`src/rtl/insn_fetch.sv`:
```
// insn_fetch: instruction fetch stage for the ELVM CPU.
//
// Owns the program counter and drives the ROM address straight from it.
// The ROM word that comes back in the same cycle is registered together
// with its PC and offered downstream over a valid/ready handshake.
// Execute can redirect fetch with a jump, which flushes the registered
// word, or stop it with a sticky halt that only reset clears.
//
// Ports:
//   clk, rst        clock, synchronous active-high reset
//   rom_addr        ROM address (equal to pc)
//   rom_data        ROM word for rom_addr, same cycle
//   out_valid/ready handshake to decode/execute
//   out_insn/out_pc registered instruction and the address it came from
//   out_imm_sel .. out_imm   field slices of out_insn
//   jmp_valid/jmp_target     redirect request
//   halt / halted            halt request and sticky status
//   fetch_count              accepted handshakes, wraps at 2^16
module insn_fetch #(
    parameter int AW = 8,
    parameter int DW = 42
) (
    input  logic          clk,
    input  logic          rst,
    output logic [AW-1:0] rom_addr,
    input  logic [DW-1:0] rom_data,
    output logic          out_valid,
    input  logic          out_ready,
    output logic [DW-1:0] out_insn,
    output logic [AW-1:0] out_pc,
    output logic          out_imm_sel,
    output logic [4:0]    out_opcode,
    output logic [7:0]    out_field_a,
    output logic [2:0]    out_field_b,
    output logic          out_flag,
    output logic [23:0]   out_imm,
    input  logic          jmp_valid,
    input  logic [AW-1:0] jmp_target,
    input  logic          halt,
    output logic          halted,
    output logic [15:0]   fetch_count
);

    logic [AW-1:0] pc;
    logic          fire;
    logic          load;

    assign rom_addr = pc;

    assign fire = out_valid & out_ready;
    // The output slot can take a new word when it is empty or being drained.
    assign load = ~halted & (~out_valid | out_ready);

    assign out_imm_sel = out_insn[41];
    assign out_opcode  = out_insn[40:36];
    assign out_field_a = out_insn[35:28];
    assign out_field_b = out_insn[27:25];
    assign out_flag    = out_insn[24];
    assign out_imm     = out_insn[23:0];

    always_ff @(posedge clk) begin
        if (rst) begin
            pc          <= '0;
            out_valid   <= 1'b0;
            out_insn    <= '0;
            out_pc      <= '0;
            halted      <= 1'b0;
            fetch_count <= '0;
        end else begin
            // A handshake completing this cycle counts even if the same
            // cycle also halts or redirects.
            if (fire)
                fetch_count <= fetch_count + 16'd1;

            if (halt) begin
                halted    <= 1'b1;
                out_valid <= 1'b0;
            end else if (halted) begin
                // Frozen until reset; jumps are ignored.
                out_valid <= 1'b0;
            end else if (jmp_valid) begin
                // rom_data for the old pc is stale; drop it and the held word.
                pc        <= jmp_target;
                out_valid <= 1'b0;
            end else if (load) begin
                out_insn  <= rom_data;
                out_pc    <= pc;
                out_valid <= 1'b1;
                pc        <= pc + 1'b1;
            end
        end
    end

endmodule

```
`config.mk`:
```
export PLATFORM = sky130hd
export DESIGN_NAME = insn_fetch
export DESIGN_NICKNAME = d
export VERILOG_FILES = /design/src/rtl/insn_fetch.sv
export SDC_FILE = /design/constraint.sdc
export NUM_CORES = 1
export LEC_CHECK = 0
export CAP_MARGIN = 25
export CORE_UTILIZATION = 43
export CTS_CLUSTER_SIZE = 20
export DETAILED_ROUTE_END_ITERATION = 10
export MAX_ROUTING_LAYER = met4
export PLACE_DENSITY = 0.87
export SLEW_MARGIN = 5
export SYNTH_ARGS = -nofsm -noshare
export SYNTH_HDL_FRONTEND = slang
export SYNTH_SLANG_ARGS = --single-unit
```
`constraint.sdc`:
```
create_clock -name clk -period 4.51 [get_ports clk]
set_input_delay 0.902 -clock clk [delete_from_list [all_inputs] [get_ports clk]]
set_output_delay 0.902 -clock clk [all_outputs]
set_load 0.05 [all_outputs]
```
## Word level (Yosys, flattened, before mapping)

Index checks and enable logic that the tools add are counted.

- Add/sub/neg operators: 2
- Bitwise gates (word level): 7
- Reduce and logical (&&, ||, !) cells: 4
- Muxes and demuxes: 2

Operators by type and width:

| kind | number |
|---|---|
| $add A16 B1 Y16 const B | 1 |
| $mux W8 | 2 |
| $add A8 B1 Y8 const B | 1 |
| $not A1 Y1 | 4 |
| $reduce_and A4 Y1 | 1 |
| $reduce_or A4 Y1 | 1 |
| $reduce_and A3 Y1 | 1 |
| $and A1 B1 Y1 | 2 |
| $reduce_bool A2 Y1 | 1 |
| $or A1 B1 Y1 | 1 |

- Input bits: 55
- Word-level logic and storage cells: 21
- Register bits: 76

## Logic depth before layout (Yosys ltp)

- Depth after elaboration: 5
- Depth in mapped cells: 6

## Worst setup path after synthesis

No wires, ideal clock.

- Kind: input-to-reg
- Start: in out_ready
- End: reg fetch_count[15]
- Slack: 2.378 ns
- Stages on the path: 4
- Library setup time: 0.070 ns
- Required time: 4.440 ns
- Data arrival time: 2.062 ns
- Cell sequence: nand3_2 or4_4 or3_1 a21oi_1

- Longest elaborated chain between the ends: 1

Ends and longest elaborated chain:

| what | line | RTL |
|---|---|---|
| start, declared | 28 | `input logic out_ready,` |
| $and A1 B1 Y1 | 50 | `assign fire = out_valid & out_ready;` |
| end signal, assigned | 73 | `fetch_count <= fetch_count + 16'd1;` |
| end, declared | 41 | `output logic [15:0] fetch_count` |

Every way passes these cells.
A chain may end at the register's enable or synchronous reset.

## Worst setup path after layout

- Start: in jmp_valid
- End: reg out_insn[29]

- Longest elaborated chain between the ends: 2

Ends and longest elaborated chain:

| what | line | RTL |
|---|---|---|
| start, declared | 37 | `input logic jmp_valid,` |
| $not A1 Y1 (no line) | n/a |  |
| $reduce_and A4 Y1 (no line) | n/a |  |
| end signal, assigned | 86 | `out_insn <= rom_data;` |
| end, declared | 29 | `output logic [DW-1:0] out_insn,` |

Every way passes these cells.

==> results.yml <==
run_status:
  status: "finished clean"
pwr:
  power_density_nw_per_um2: 303
  power_w: 0.00149
  p_leak_nw: 1.69
  irDropWorstVdd_uv: 217
detailed_routing:
  drt-met1-wl_um: 3500
  met3_length_um: 551
  ant_nets: 0
  wl_met2_um: 4400
  drc: 0
  detail_route.iter0.violations: 116
  drt_first_pass_iters: 4
  vias: 3148
  wl_per_cell_um: 13.4
  via_per_inst: 4.94
  wirelength_um: 8550
  top_layer: "met4"
synth:
  synthCells: 414
  syn_area_um2: 3290
  synth_enable_flop_cells: 0
  async_flop_share: 0
  ys_seq_area_frac: 0.463
  yosysWarnings: 0
  ys_seq_elements: 76
  syn_area_per_cell_um2: 7.94
  synth_nets: 471
  synth_cell_type_count: 32
  synth-main-ff-cell: "dfxtp_1"
final_layout:
  n_antenna_cell: 0
  post-route-util: 0.669
  final_nets: 591
  drive_above_1_share: 0.0465
  area_growth_pct: 49.3
min_path:
  whs_endpoint: "out_pc[3]$_SDFFE_PP0P_"
  min_path_type: "flip-flop to flip-flop"
  worstHoldStart: "out_pc[3]$_SDFFE_PP0P_"
  hold_path_depth: 2
sta:
  setup_ws_ps: 1590
  slew_headroom: 0.390
  tns_ps: 0
  fin_crit_sh: 0.647
  min_period_ps: 2920
  fin_skew_ps: 10.9
  hold_ws_ps: 460
  rsz0062_at_grt: "no"
  max_slew.worst_pin.slew_ps: 912
  slew_violations: 0
  setup_viol_count_final: 0
  clock.fmax_ghz: 0.343
  hold_violations: 0
die:
  core_area_um2: 7330
  die_w_um: 89.4
  core.rowCount: 31
  die_h_um: 89.4
  start_util: 0.448
  top_level_ports: 173
  dieArea_um2: 8000
grt:
  grt_overflow: 0
  grt_start_max_net_pins: 51
  antenna_found_initial: 0
  grt_pass1_vias: 2820
  grt_pass1_wl_um: 12800
  grt_usage: 0.216
worst_setup_path:
  reg2reg_to: "out_insn[29]$_SDFFE_PP0P_"
  startpoint_type: "primary input"
  max_stage_delay_ps: 800
  reg2regPathDepth: 4
  worstSetupEndpointType: "flip-flop"
  worstPathRequired_ps: 4770
  timing.rr.start: "halted$_SDFFE_PP0P_"
  path_class: "primary input to flip-flop"
  cp.arrival_ps: 3180
  regToRegSetupSlack_ps: 2660
  crit_fanout: 50
  cpMaxStageDelayCell: "and2_2"
  cp_cell_sequence: "clkdlybuf4s50_1 > nor3_1 > and2_2 > nand2_1 > a21oi_1"
clock_tree:
  clk_latency_ps: 340
  numCtsBuffers: 9
  cts_setup_buffers: 0
  clock_path_buffers: 2
  htreeDepth: 3
  cts_resized: 0
  cts-root-buf: "clkbuf_8"
  cts_sinks: 76
  cts_tree: "built"
  clkSlewWorstSetupHoldPaths_ps: 70
  holdBufCountCts: 0
place:
  port_buffers: 172
  gp_congestion: 0.808
  dp_hpwl_um: 6080
  place_ws_ps: 1230
flow_run:
  drv_cap: 0
cell families after synthesis:
kind of cell    after synthesis  synth area share
xor+xnor                     11            0.0293
buf+inv                      68             0.126
flops                        76             0.463
mux                           1           0.00305
fa+ha+maj                     2           0.00761
compound gates               84             0.140
simple gates                172             0.231
cell usage after synthesis (2+ instances only):
| cell type | number | share of area |
|---|---|---|
| a32o_1 | 3 | 0.0091 |
| nor2_1 | 18 | 0.021 |
| nand3_1 | 7 | 0.011 |
| a211oi_1 | 2 | 0.0046 |
| or3_1 | 2 | 0.0038 |
| nor3_1 | 5 | 0.0076 |
| nand2b_1 | 3 | 0.0057 |
| nand2_1 | 121 | 0.14 |
| a31oi_1 | 2 | 0.0038 |
| o21ai_0 | 11 | 0.017 |
| nand4_4 | 2 | 0.013 |
| a21oi_1 | 60 | 0.091 |
| ha_1 | 2 | 0.0076 |
| dfxtp_1 | 76 | 0.46 |
| nor4_1 | 4 | 0.0076 |
| clkbuf_1 | 21 | 0.024 |
| xnor2_1 | 7 | 0.019 |
| o21a_1 | 3 | 0.0069 |
| buf_4 | 42 | 0.096 |
| xor2_1 | 4 | 0.011 |
| nand4_1 | 4 | 0.0076 |
| inv_1 | 4 | 0.0046 |
| o41ai_1 | 2 | 0.0053 |
worst max-delay path: cells and delay by family:
family,cells,cell delay [ps]
AOI/OAI and AO/OA,1,170
buffers and inverters,1,750
and+or+nand+nor,3,1330
metal layers:
layer,GRT usage,vias up
li1,-,1574
met5,-,-
met3,0.0536,6
met1,0.245,1441
met2,0.375,127
met4,0.0678,0
state kept, by name, summed over array words and instances, names as in the netlist:
signal	cells
fetch_count	16
halted	1
out_insn	42
out_pc	8
out_valid	1
rom_addr	8
worst max path at each step:
| stage | to | start | slack (ps) | depth (start not counted) |
|---|---|---|---|---|
| finish | out_insn[29]$_SDFFE_PP0P_ | jmp_valid | 1590 | 5 |
| global route | out_insn[20]$_SDFFE_PP0P_ | jmp_valid | 1350 | 5 |
| CTS | out_insn[41]$_SDFFE_PP0P_ | jmp_valid | 1590 | 5 |
| detailed placement | out_pc[0]$_SDFFE_PP0P_ | jmp_valid | 1230 | 5 |
| global placement | out_insn[31]$_SDFFE_PP0P_ | jmp_valid | 1390 | 5 |
| floorplan | fetch_count[15]$_SDFFE_PP0P_ | out_ready | 2380 | 4 |
where the power goes:
part / switching, W / total [W] / leakage, nW / internal, W
Sequential: 0.0000228 / 0.000716 / 0.617 / 0.000693
Combinational: 0.000201 / 0.000321 / 0.979 / 0.000120
Clock: 0.000240 / 0.000449 / 0.0917 / 0.000209
layout make-up:
cell class	count	area [µm²]
fill	577	2420
clock inverter	5	28.8
inverter	4	15.0
sequential	76	1520
clock buffer	10	138
timing repair buffer	173	1720
tap	99	124
multi-input combinational	270	1360
cell usage in the layout, fill, tap and decap left out, types with 3 or more instances in the layout:
master           count
xor2_1               4
nor3_1               5
nand3_1              7
clkbuf_8            10
clkdlybuf4s50_1    171
dfxtp_1             76
nand2b_1             3
o21ai_0             11
nand2_1            120
clkinv_2             4
xnor2_1              7
nor2_1              18
nor4_1               4
o21a_1               3
a21oi_1             60
nand4_1              4
inv_1                4
a32o_1               3
per-stage QoR:
| stage | std cells | area, µm² |
|---|---|---|
| finish | 637 | 4910 |
| global route | 637 | 4910 |
| CTS | 637 | 4910 |
| detailed placement | 622 | 4740 |
| global placement | 622 | 4740 |
| floorplan | 414 | 3290 |
No activity file was read; power rests on OpenSTA's default activity.
